[src/rtl/mem_port_arbiter_if.sv]
// Bundle of data-port, fetch-port and single-port RAM signals around the arbiter.
// slave = arbiter side; master = requesters plus RAM.
interface mem_port_arbiter_if;
    logic        d_req;
    logic        d_we;
    logic [8:0]  d_addr;
    logic [15:0] d_wdata;
    logic        d_gnt;
    logic        d_rvalid;
    logic [15:0] d_rdata;

    logic        f_req;
    logic [8:0]  f_addr;
    logic        f_gnt;
    logic        f_rvalid;
    logic [15:0] f_rdata;

    logic [8:0]  ram_addr;
    logic [15:0] ram_wdata;
    logic        ram_we;
    logic [15:0] ram_rdata;

    logic [15:0] f_stall_cnt;

    modport slave (
        input  d_req, d_we, d_addr, d_wdata, f_req, f_addr, ram_rdata,
        output d_gnt, d_rvalid, d_rdata, f_gnt, f_rvalid, f_rdata,
        output ram_addr, ram_wdata, ram_we, f_stall_cnt
    );

    modport master (
        output d_req, d_we, d_addr, d_wdata, f_req, f_addr, ram_rdata,
        input  d_gnt, d_rvalid, d_rdata, f_gnt, f_rvalid, f_rdata,
        input  ram_addr, ram_wdata, ram_we, f_stall_cnt
    );
endinterface

[src/rtl/mem_port_arbiter.sv]
// Data/fetch arbiter for one single-port sync-read RAM; combinational grant, read data 1 cycle later.
// No queueing: a denied requester holds its request; fetch is forced through after STARVE_LIMIT denials.
module mem_port_arbiter #(
    parameter int unsigned STARVE_LIMIT = 3
) (
    input  logic              clk,
    input  logic              rst,
    mem_port_arbiter_if.slave bus
);

    localparam logic [2:0] LIMIT = 3'(STARVE_LIMIT);

    typedef enum logic [1:0] {
        IDLE = 2'd0,
        RD_D = 2'd1,
        RD_F = 2'd2
    } rd_state_t;

    rd_state_t   state_q, state_d;
    logic [2:0]  starve_q, starve_d;
    logic [15:0] stall_q, stall_d;
    logic        d_win, f_win, f_denied;

    // Grants are gated by rst so requests seen during reset never reach the RAM.
    always_comb begin
        d_win = 1'b0;
        f_win = 1'b0;
        if (rst) begin
            if (bus.f_req && (!bus.d_req || starve_q >= LIMIT)) begin
                f_win = 1'b1;
            end else if (bus.d_req) begin
                d_win = 1'b1;
            end
        end
        f_denied = bus.f_req && !f_win;
    end

    always_comb begin
        starve_d = '0;
        if (f_denied && starve_q != 3'd7) begin
            starve_d = starve_q + 3'd1;
        end else if (f_denied) begin
            starve_d = starve_q;
        end
        stall_d = stall_q + {15'd0, f_denied};
    end

    always_comb begin
        bus.d_gnt     = d_win;
        bus.f_gnt     = f_win;
        bus.ram_we    = d_win && bus.d_we;
        bus.ram_addr  = '0;
        bus.ram_wdata = '0;
        if (d_win) begin
            bus.ram_addr  = bus.d_addr;
            bus.ram_wdata = bus.d_wdata;
        end else if (f_win) begin
            bus.ram_addr  = bus.f_addr;
        end
        bus.f_stall_cnt = stall_q;
    end

    always_ff @(posedge clk or negedge rst) begin
        if (!rst) begin
            state_q  <= IDLE;
            starve_q <= '0;
            stall_q  <= '0;
        end else begin
            state_q  <= state_d;
            starve_q <= starve_d;
            stall_q  <= stall_d;
        end
    end

    // Writes complete in the grant cycle, so only granted reads open a return slot.
    always_comb begin
        state_d = IDLE;
        if (d_win && !bus.d_we) begin
            state_d = RD_D;
        end else if (f_win) begin
            state_d = RD_F;
        end
    end

    always_comb begin
        bus.d_rvalid = 1'b0;
        bus.d_rdata  = '0;
        bus.f_rvalid = 1'b0;
        bus.f_rdata  = '0;
        case (state_q)
            RD_D: begin
                bus.d_rvalid = 1'b1;
                bus.d_rdata  = bus.ram_rdata;
            end
            RD_F: begin
                bus.f_rvalid = 1'b1;
                bus.f_rdata  = bus.ram_rdata;
            end
            default: ;
        endcase
    end

endmodule

[src/flat_wrapper.sv]
// flat-port wrapper written by rule: the top's interface ports become plain ports
module mem_port_arbiter_flat 
#(
    parameter int unsigned STARVE_LIMIT = 3
)
  (clk, rst, bus_d_req, bus_d_we, bus_d_addr, bus_d_wdata, bus_f_req, bus_f_addr, bus_ram_rdata, bus_d_gnt, bus_d_rvalid, bus_d_rdata, bus_f_gnt, bus_f_rvalid, bus_f_rdata, bus_ram_addr, bus_ram_wdata, bus_ram_we, bus_f_stall_cnt);
  mem_port_arbiter_if bus_i ();
  input  logic clk;
  input  logic rst;
  input wire logic [$bits(bus_i.d_req)-1:0] bus_d_req;
  input wire logic [$bits(bus_i.d_we)-1:0] bus_d_we;
  input wire logic [$bits(bus_i.d_addr)-1:0] bus_d_addr;
  input wire logic [$bits(bus_i.d_wdata)-1:0] bus_d_wdata;
  input wire logic [$bits(bus_i.f_req)-1:0] bus_f_req;
  input wire logic [$bits(bus_i.f_addr)-1:0] bus_f_addr;
  input wire logic [$bits(bus_i.ram_rdata)-1:0] bus_ram_rdata;
  output wire logic [$bits(bus_i.d_gnt)-1:0] bus_d_gnt;
  output wire logic [$bits(bus_i.d_rvalid)-1:0] bus_d_rvalid;
  output wire logic [$bits(bus_i.d_rdata)-1:0] bus_d_rdata;
  output wire logic [$bits(bus_i.f_gnt)-1:0] bus_f_gnt;
  output wire logic [$bits(bus_i.f_rvalid)-1:0] bus_f_rvalid;
  output wire logic [$bits(bus_i.f_rdata)-1:0] bus_f_rdata;
  output wire logic [$bits(bus_i.ram_addr)-1:0] bus_ram_addr;
  output wire logic [$bits(bus_i.ram_wdata)-1:0] bus_ram_wdata;
  output wire logic [$bits(bus_i.ram_we)-1:0] bus_ram_we;
  output wire logic [$bits(bus_i.f_stall_cnt)-1:0] bus_f_stall_cnt;
  assign bus_i.d_req = bus_d_req;
  assign bus_i.d_we = bus_d_we;
  assign bus_i.d_addr = bus_d_addr;
  assign bus_i.d_wdata = bus_d_wdata;
  assign bus_i.f_req = bus_f_req;
  assign bus_i.f_addr = bus_f_addr;
  assign bus_i.ram_rdata = bus_ram_rdata;
  assign bus_d_gnt = bus_i.d_gnt;
  assign bus_d_rvalid = bus_i.d_rvalid;
  assign bus_d_rdata = bus_i.d_rdata;
  assign bus_f_gnt = bus_i.f_gnt;
  assign bus_f_rvalid = bus_i.f_rvalid;
  assign bus_f_rdata = bus_i.f_rdata;
  assign bus_ram_addr = bus_i.ram_addr;
  assign bus_ram_wdata = bus_i.ram_wdata;
  assign bus_ram_we = bus_i.ram_we;
  assign bus_f_stall_cnt = bus_i.f_stall_cnt;
  mem_port_arbiter #(.STARVE_LIMIT(STARVE_LIMIT)) u_core (.clk(clk), .rst(rst), .bus(bus_i));
endmodule
[config.mk]
export PLATFORM = sky130hd
export DESIGN_NAME = mem_port_arbiter_flat
export DESIGN_NICKNAME = d
export VERILOG_FILES = /design/src/rtl/mem_port_arbiter_if.sv /design/src/rtl/mem_port_arbiter.sv /design/src/flat_wrapper.sv
export SDC_FILE = /design/constraint.sdc
export NUM_CORES = 1
export LEC_CHECK = 0
export BUFFER_PORTS_ARGS = -buffer_cell sky130_fd_sc_hd__buf_2
export CAP_MARGIN = 0
export CORE_MARGIN = 2
export CORE_UTILIZATION = 40
export DETAILED_ROUTE_END_ITERATION = 7
export MAX_ROUTING_LAYER = met4
export PLACE_DENSITY = 0.85
export SLEW_MARGIN = 20
export SYNTH_ARGS = -nofsm -noshare
export SYNTH_HDL_FRONTEND = slang
export SYNTH_SLANG_ARGS = --single-unit
[constraint.sdc]
create_clock -name clk -period 7.6 [get_ports clk]
set_input_delay 1.52 -clock clk [delete_from_list [all_inputs] [get_ports clk]]
set_output_delay 1.52 -clock clk [all_outputs]
set_load 0.01 [all_outputs]
==> results.ini, run 1 <==
[power]
power_density_nw_per_um2 = 147
p_switching_uw = 107
power.internal_uw = 215
peakVddDrop_mv = 0.147
power_frac_seq_pct = 46.1
leakagePower_nw = 1.36
swShare_pct = 33.1
combPwrFrac_pct = 31.8
pwr-share-clk_pct = 22.2

[clock_network]
cts_sinks = 21
cts_root_buf = clkbuf_8
h-tree-depth = 1
cts_tree = yes
hold_buffers = 0
numCtsBuffers = 3
clockBufferDepth = 2
path_clk_slew_ns = 0.07
post_cts_buffers = 0
insertion_delay_ns = 0.26
cts_resized = 0

[layout]
n_antenna_cell = 0
postLayoutCoreUtil_pct = 60.7
area_delta_synth_final_pct = 49.0
final_common_cell = buf_2
final-seq-area_um2 = 526
nets = 353
multi_input_area_um2 = 888
final_layout_size_suffix_gt1_share_pct = 48.1
fillers = 336
mostFrequentLayoutCells = 132 x buf_2, 49 x and2_1, 27 x nand3_1, 21 x dfrtp_1, 11 x and3_1

[sta]
hold_viol_final = 0
fin_ws_ns = 3.14
final.period_utilization_pct = 58.6
clock.fmax_ghz = 0.224
slew_headroom_pct = 46.5
fin_crit_ns = 4.46
worst_slew_pin_slew_ns = 0.800
setup_violations = 0
finalClockSkew_ns = 0.00579
rsz0062_at_grt = no
slew_violations = 0
setup_tns_ns = 0

[hold_path]
hold_class = reg2reg

[floorplan]
pin_count = 133
rows = 22
coreArea_um2 = 3610
die_h_um = 64.6
dieArea_um2 = 4170
die_w_um = 64.6
floorplan.initialDensity_pct = 40.7

[global_routing]
grt_pass1_wl_um = 6290
grt_max_degree = 35
gr-usage-met1_pct = 22.0
busiest_layer = met2
grt-ovfl-total = 0
grtUsageTotal_pct = 19.5
antenna_found_initial = 0
use_met3_pct = 3.82
grt_pass1_vias = 1352
use_met2_pct = 36.7

[synth]
yosysWarnings = 0
syn_area_per_cell_um2 = 8.96
synth_cells = 164
synth-seq-area-share_pct = 35.8
synth_seq_cells = 21
synth_cell_types = 23
syn_area_um2 = 1470
synth_nets = 225

[detailed_routing]
drt_pass1_iterations = 4
vias = 1602
via_per_inst = 4.73
ant_nets = 0
drtIter0Drc = 37
drt_wl_total_um = 4220
drc = 0
routedWlPerCell_um = 12.4

[place]
port-buffer-count = 132
place_hpwl_um = 3460
gp_congestion = 0.770
post-place-ws_ns = 3.11

[worst_setup_path]
crit_required_ns = 6.08
cp_max_fo = 34
setup.worst_path.end_class = output pin
critPathKind = in2out
cp.arrival_ns = 2.94
cp-start-kind = primary input

[job]
maxCapViolations = 0

[run_status]
status = completed

==> cells in the mapped netlist <==
cell,count,area (um2)
and2_1,49,307
nand3_1,27,135
dfrtp_1,21,526
and3_1,11,68.8
a21boi_0,9,67.6
xnor2_1,9,78.8
ha_1,6,75.1
xor2_1,6,52.6
clkbuf_1,5,18.8
nor2_1,4,15.0
nor2b_1,3,18.8
buf_2,2,10.0
inv_1,2,7.51
a211oi_2,1,12.5
a21bo_2,1,10.0
a21oi_1,1,5.00
a21oi_4,1,16.3
buf_4,1,7.51
buf_6,1,11.3
mux2i_1,1,10.0
nand2_1,1,3.75
nand2_2,1,6.26
nand2b_1,1,6.26
==> stage by stage <==
| stage | area [um2] | total power [mW] | hold WS, ns | std cells |
|---|---|---|---|---|
| floorplan | 1470 | 0.201 | 0.507 | 164 |
| global placement | 2140 | 0.250 | 0.462 | 335 |
| detailed placement | 2140 | 0.254 | 0.465 | 335 |
| CTS | 2190 | 0.325 | 0.475 | 339 |
| global route | 2190 | 0.344 | 0.481 | 339 |
| finish | 2190 | 0.322 | 0.473 | 339 |
==> worst paths after layout <==
check | from | endpoint | slack, ns | cells past startpoint
hold reg to reg | u_core.bus.f_stall_cnt[15] | u_core.bus.f_stall_cnt[15] | 0.47 | 1
setup reg to reg | u_core.starve_q[0] | u_core.bus.f_stall_cnt[8] | 4.77 | 11
setup / recovery | rst | bus_ram_wdata[11] | 3.14 | 5
min in group asynchronous | rst | u_core.bus.f_stall_cnt[1] | 1.28 | 1
hold / removal | u_core.bus.f_stall_cnt[15] | u_core.bus.f_stall_cnt[15] | 0.47 | 1
max in group asynchronous | rst | u_core.bus.f_stall_cnt[11] | 5.90 | 1
==> per-layer routing <==
layer	share of wire (%)	wire length (um)
met1	38	1620
met2	54	2290
met3	6.8	289
met4	0.40	17
met5	0	0
==> final cells by class <==
class	instances	area share, %
Tap cell	48	2.74
Multi-Input combinational cell	132	40.6
Clock inverter	1	0.229
Inverter	2	0.343
Timing Repair Buffer	132	30.2
Sequential cell	21	24.0
Clock buffer	3	1.89
==> worst max-delay path: stages <==
cell	delay, ns
buf_2	0.50
nand2_1	0.18
a21oi_4	0.38
and2_1	0.21
buf_2	0.13
==> state kept, by name (all words and copies together) (netlist names) <==
| signal | cells |
|---|---|
| u_core.state_q | 2 |
| u_core.starve_q | 3 |
| u_core.bus.f_stall_cnt | 16 |
==> power groups by stage <==
stage	Combinational [mW]	Sequential, mW	Clock [mW]
CTS	0.104	0.148	0.0732
detailed placement	0.103	0.151	0
global placement	0.101	0.150	0
finish	0.102	0.148	0.0714
global route	0.113	0.152	0.0788
floorplan	0.0458	0.155	0
==> cell families (layout without fill, tap and decap cells) <==
family | after synthesis | in the layout | synth area share [%]
compound gates | 13 | 13 | 7.58
buf+inv | 11 | 138 | 3.75
mux | 1 | 1 | 0.681
flops | 21 | 21 | 35.8
fa+ha+maj | 6 | 6 | 5.11
simple gates | 97 | 97 | 38.2
xor+xnor | 15 | 15 | 8.94
(Power assumes the default switching activity.)
==> inputs of run 2 (changes only) <==
Settings changed: ABC_AREA set to 1, CORE_UTILIZATION 40 to 35, PLACE_DENSITY 0.85 to 0.77.
Clock period 7.6 ns to 4 ns, I/O delays scaled along.
==> results.ini, run 2 <==
[detailed_routing]
drtIter0Drc = 37  ; unchanged
drt_pass1_iterations = 4  ; unchanged
via_per_inst = 4.29  ; -9.3%
drt_wl_total_um = 4310  ; +2.0%
routedWlPerCell_um = 10.2  ; -18%
vias = 1805  ; +13%
ant_nets = 0  ; unchanged
drc = 0  ; unchanged

[place]
placed_area_um2 = 2250  ; +5.3%
post-place-ws_ns = 1.16  ; -1.95 ns
dp_cells = 417  ; +24%
gp_congestion = 0.818  ; +6.3%
port-buffer-count = 132  ; unchanged
place_hpwl_um = 3560  ; +2.9%

[clock_network]
numCtsBuffers = 3  ; unchanged
clockBufferDepth = 2  ; unchanged
post_cts_buffers = 0  ; unchanged
cts_root_buf = clkbuf_8
h-tree-depth = 1  ; unchanged
cts_tree = yes
path_clk_slew_ns = 0.07  ; about the same
cts_resized = 0  ; unchanged
cts_sinks = 21  ; unchanged
insertion_delay_ns = 0.26  ; about the same
hold_buffers = 0  ; unchanged

[power]
pwr-share-clk_pct = 21.3  ; -0.9 points
combPwrFrac_pct = 34.2  ; +2.4 points
p_switching_uw = 237  ; +120%
power_frac_seq_pct = 44.4  ; -1.7 points
swShare_pct = 36.5  ; +3.4 points
peakVddDrop_mv = 0.257  ; +75%
power.internal_uw = 413  ; +92%
power_density_nw_per_um2 = 283  ; +92%
leakagePower_nw = 1.58  ; +16%

[sta]
fin_crit_ns = 2.87
holdWs_ns = 0.498  ; +0.0248 ns
finalClockSkew_ns = 0.00224  ; -0.00355 ns
worst_slew_pin_slew_ns = 0.564  ; -0.236 ns
slew_headroom_pct = 62.4  ; +16 points
final.period_utilization_pct = 71.7
rsz0062_at_grt = no
clock.fmax_ghz = 0.349
hold_viol_final = 0  ; unchanged
setup_tns_ns = 0  ; unchanged
slew_violations = 0  ; unchanged
setup_violations = 0  ; unchanged
fin_ws_ns = 1.13  ; -2.01 ns

[layout]
area_delta_synth_final_pct = 47.4
nets = 431  ; +22%
final_area_um2 = 2300  ; +5.1%
mostFrequentLayoutCells = 132 x buf_2, 64 x inv_1, 60 x nor2_1, 35 x nand2_1, 21 x dfrtp_1
final_common_cell = buf_2
final_layout_size_suffix_gt1_share_pct = 39.0  ; -9.1 points
largest_register_ffs = 16  ; unchanged
finalNonFillerCells = 421  ; +24%
n_antenna_cell = 0  ; unchanged

[worst_setup_path]
setup.worst_path.end_class = output pin
crit_required_ns = 3.20  ; -2.88 ns
cp_max_fo = 28  ; -18%
critPathKind = reg2out
cp.arrival_ns = 2.07  ; -0.87 ns
cp-start-kind = register

[global_routing]
grt_pass1_wl_um = 6790  ; +7.9%
grt_pass1_vias = 1562  ; +16%
grtUsageTotal_pct = 16.9  ; -2.6 points
grt-ovfl-total = 0  ; unchanged
grt_max_degree = 29  ; -17%
antenna_found_initial = 0  ; unchanged

[synth]
synthArstFlopShare_pct = 100  ; unchanged
synthFlopType = dfrtp_1
synth_nets = 298  ; +32%
syn_area_per_cell_um2 = 6.58  ; -26%
yosysTopAreaCell = dfrtp_1
synth_area_leaders = dfrtp_1 34%, inv_1 15%, nor2_1 14%
synth.most_common_cell = inv_1
synth_edf_count = 0  ; unchanged
synth_cells = 237  ; +45%
synth_seq_cells = 21  ; unchanged
synth_cell_types = 22  ; -4.3%
synth-seq-area-share_pct = 33.7  ; -2.1 points
yosysWarnings = 0  ; unchanged
synth_top_area_share_pct = 33.7  ; -2.1 points
syn_area_um2 = 1560  ; +6.2%
synth_common_cells = 64 x inv_1, 60 x nor2_1, 35 x nand2_1, 21 x dfrtp_1, 13 x nand3_1

[floorplan]
rows = 24  ; +9.1%
die_w_um = 70.8  ; +9.5%
coreArea_um2 = 4320  ; +20%
die_h_um = 70.8  ; +9.5%
pin_count = 133  ; unchanged
floorplan.initialDensity_pct = 36.1  ; -4.7 points
dieArea_um2 = 5010  ; +20%

[job]
maxCapViolations = 0  ; unchanged

[hold_path]
hold_class = reg2reg

[run_status]
status = completed

run 2: cell count changes after synthesis, moves of 3 or more:
cell,change
and2_1,-49
nor3_1,+3
and3_1,-11
clkbuf_1,-4
nand2_1,+34
a21boi_0,-9
nor2b_1,-3
nor2_1,+56
inv_1,+62
o21ai_0,+8
nand3_1,-14
nand4_1,+5
xnor2_1,-8
run 2: stage by stage:
stage	utilization, %	total power [mW]
finish	53.2	0.650
global route	53.2	0.701
CTS	53.2	0.662
detailed placement	52.1	0.519
global placement	52.1	0.510
floorplan	-	0.412
run 2: power groups by stage:
stage	sequential (mW)	clock, mW	combinational [mW]
after global placement	0.293	0	0.218
final	0.289	0.139	0.223
after floorplan	0.306	0	0.106
after CTS	0.290	0.146	0.226
after global routing	0.298	0.154	0.249
after detailed placement	0.294	0	0.225
run 2: final cells by class:
cell class | instances | area, um2
timing repair buffer | 132 | 661
tap | 52 | 65.1
clock buffer | 4 | 45.0
inverter | 64 | 240
sequential | 21 | 526
fill | 437 | 2020
multi-input combinational | 148 | 763
run 2: metal layers:
metal	vias to the layer above	GRT usage (%)	wire (um)	share of wire (%)
li1	960	-	-	-
met1	762	19.3	1790	42
met2	77	28.7	2120	49
met3	6	3.42	331	7.7
met4	0	7.34	67	1.6
met5	-	-	0	0
run 2: final timing paths:
| check | start | to | slack, ns | cells past startpoint |
|---|---|---|---|---|
| worst max-delay path | u_core.starve_q[0] | bus_ram_addr[3] | 1.13 | 8 |
| max in group asynchronous | rst | u_core.state_q[0] | 3.10 | 1 |
| min in group asynchronous | rst | u_core.bus.f_stall_cnt[5] | 0.52 | 1 |
| worst max register to register | u_core.starve_q[0] | u_core.bus.f_stall_cnt[14] | 1.46 | 12 |
| worst min-delay path | u_core.bus.f_stall_cnt[14] | u_core.bus.f_stall_cnt[14] | 0.50 | 1 |
| worst min register to register | u_core.bus.f_stall_cnt[14] | u_core.bus.f_stall_cnt[14] | 0.50 | 1 |
run 2: cell families (layout without fill, tap and decap cells):
kind of cell               after synthesis  in the layout  share of synthesized area (%)
AOI/OAI and AO/OA                       10             10                           3.69
adders and majority gates                6              6                           4.81
DFF                                     21             21                           33.7
buffers and inverters                   68            200                           17.4
xor gates and xnor gates                 9              9                           5.05
and+or+nand+nor                        123            123                           35.4
run 2: worst max-delay path, cell delays in order, from the launching register on:
cell and delay (ns):
dfrtp_1 0.42, ha_1 0.24, ha_1 0.18, nor2_1 0.10, nand3_2 0.11, nand2_4 0.11, nand3_4 0.23, o21ai_0 0.25
buf_2 0.16
==> inputs of run 3 (changes only) <==
Settings changed: ABC_AREA 1 to 0, CORE_UTILIZATION 35 to 37, PLACE_DENSITY 0.77 to 0.8.
Clock period 4 ns to 2.9 ns, I/O delays scaled along.
==> results.ini, run 3 (same netlist as run 1, synthesis figures left out) <==
[sta]
setup_tns_ns = 0  ; unchanged
hold_viol_final = 0  ; unchanged
fin_crit_ns = 2.78
setup_violations = 0  ; unchanged
finalClockSkew_ns = 0.00432  ; +0.00208 ns
fin_ws_ns = 0.119  ; -1.01 ns
slew_violations = 0  ; unchanged
worst_slew_pin_slew_ns = 0.786  ; +0.222 ns
slew_headroom_pct = 47.5  ; -15 points
holdWs_ns = 0.130  ; -0.368 ns
clock.fmax_ghz = 0.360
rsz0062_at_grt = no
final.period_utilization_pct = 95.9

[worst_setup_path]
critPathLaunch = u_core.starve_q[0]
path_delay_family = compound AO/OA/AOI/OAI gates
r2r_start = u_core.starve_q[0]
cp_num_buf_inv = 2  ; +1
cp_slowest_stage_delay_ns = 0.41  ; about the same
slowest_stage = dfrtp_1
ff2ff_setup_slack_ns = 0.19  ; -1.27 ns
setup.worst_path.end_class = output pin
cp.arrival_ns = 2.20  ; +0.13 ns
critPathKind = reg2out
cp-start-kind = register
r2r-end = u_core.bus.f_stall_cnt[8]
cp_max_fo = 19  ; -32%
reg2reg_depth = 11  ; -1
cpMostUsedCell = ha_1
crit_chain = ha_1, ha_1, a211oi_2, nand2_2, a21oi_4, buf_12, and2_1, buf_2
crit_required_ns = 2.32  ; -0.88 ns

[clock_network]
insertion_delay_ns = 0.26  ; about the same
h-tree-depth = 1  ; unchanged
cts_tree = yes
path_clk_slew_ns = 0.07  ; about the same
cts_resized = 0  ; unchanged
cts_root_buf = clkbuf_8
clockBufferDepth = 2  ; unchanged
hold_buffers = 0  ; unchanged
numCtsBuffers = 3  ; unchanged
cts_sinks = 21  ; unchanged

[place]
dp_cells = 336  ; -19%
place_hpwl_um = 3400  ; -4.5%
gp_congestion = 0.791  ; -3.3%
placed_area_um2 = 2150  ; -4.7%
port-buffer-count = 132  ; unchanged
post-place-ws_ns = 0.206  ; -0.950 ns

[detailed_routing]
vias = 1620  ; -10%
ant_nets = 0  ; unchanged
drc = 0  ; unchanged
routedWlPerCell_um = 12.1  ; +19%
drt_pass1_iterations = 4  ; unchanged
drtIter0Drc = 25  ; -32%
via_per_inst = 4.75  ; +11%
drt_wl_total_um = 4140  ; -3.8%

[power]
power_density_nw_per_um2 = 383  ; +36%
peakVddDrop_mv = 0.354  ; +38%
leakagePower_nw = 1.37  ; -14%
total_power_uw = 851  ; +31%

[layout]
fillers = 341  ; -22%
postLayoutCoreUtil_pct = 59.3  ; +6.1 points
n_antenna_cell = 0  ; unchanged
mostFrequentLayoutCells = 132 x buf_2, 49 x and2_1, 27 x nand3_1, 21 x dfrtp_1, 11 x and3_1
final_common_cell = buf_2
finalNonFillerCells = 341  ; -19%
final_layout_size_suffix_gt1_share_pct = 48.5  ; +9.4 points
final_area_um2 = 2220  ; -3.5%
nets = 355  ; -18%
largest_register_ffs = 16  ; unchanged
area_delta_synth_final_pct = 51.0

[global_routing]
grtUsageTotal_pct = 17.2  ; +0.27 points
grt_pass1_wl_um = 5830  ; -14%
grt_max_degree = 30  ; +3.4%
grt_pass1_vias = 1363  ; -13%
grt-ovfl-total = 0  ; unchanged
antenna_found_initial = 0  ; unchanged

[floorplan]
die_w_um = 67.0  ; -5.3%
floorplan.initialDensity_pct = 39.2  ; +3.2 points
rows = 22  ; -8.3%
coreArea_um2 = 3740  ; -13%
pin_count = 133  ; unchanged
die_h_um = 67.0  ; -5.3%
dieArea_um2 = 4490  ; -10%

[job]
maxCapViolations = 0  ; unchanged

[run_status]
status = completed

[hold_path]
hold_class = in2async

[run 3: layout make-up]
type	instances	area, um2	area share (%)
clock buffers	3	41.3	1.86
flip-flops and latches	21	526	23.7
clock inverters	1	7.51	0.338
well taps	48	60.1	2.71
inverters	2	7.51	0.338
repair buffers	134	688	31.0
multi-input cells	132	888	40.0
[run 3: per-layer routing]
layer	vias to the layer above	part of all wire, %	global-route usage [%]
met3	2	11	4.22
li1	801	-	-
met1	732	39	19.7
met2	85	50	30.1
met5	-	0	-
met4	0	0.27	4.08
[run 3: worst max path at each step]
stage / endpoint / depth (start not counted)
final: bus_ram_wdata[8] / 8
after global routing: bus_ram_wdata[9] / 8
after global placement: u_core.bus.f_stall_cnt[11] / 11
after CTS: bus_ram_wdata[10] / 7
after floorplan: u_core.bus.f_stall_cnt[8] / 12
after detailed placement: u_core.bus.f_stall_cnt[8] / 11
[run 3: worst reg2reg max path: cells and delay by family (launching register included)]
kind | cells | cell delay [ns]
buffers and inverters | 1 | 0.08
AOI/OAI and AO/OA | 2 | 0.54
DFF | 1 | 0.41
adders and majority gates | 4 | 0.76
xor gates and xnor gates | 1 | 0.15
and+or+nand+nor | 3 | 0.69
[run 3: what timing repair did]
item / 4_1_cts / 5_1_grt
setup endpoints to repair: 10 / 18
buffers inserted: 0 / 1
endpoints found under the hold margin: 0 / 0
pin swaps: 1 / 1
[run 3: power breakdown]
part	internal [mW]	switching (mW)	total (mW)
clock network	0.0968	0.0909	0.188
logic	0.134	0.138	0.273
registers	0.339	0.0511	0.390
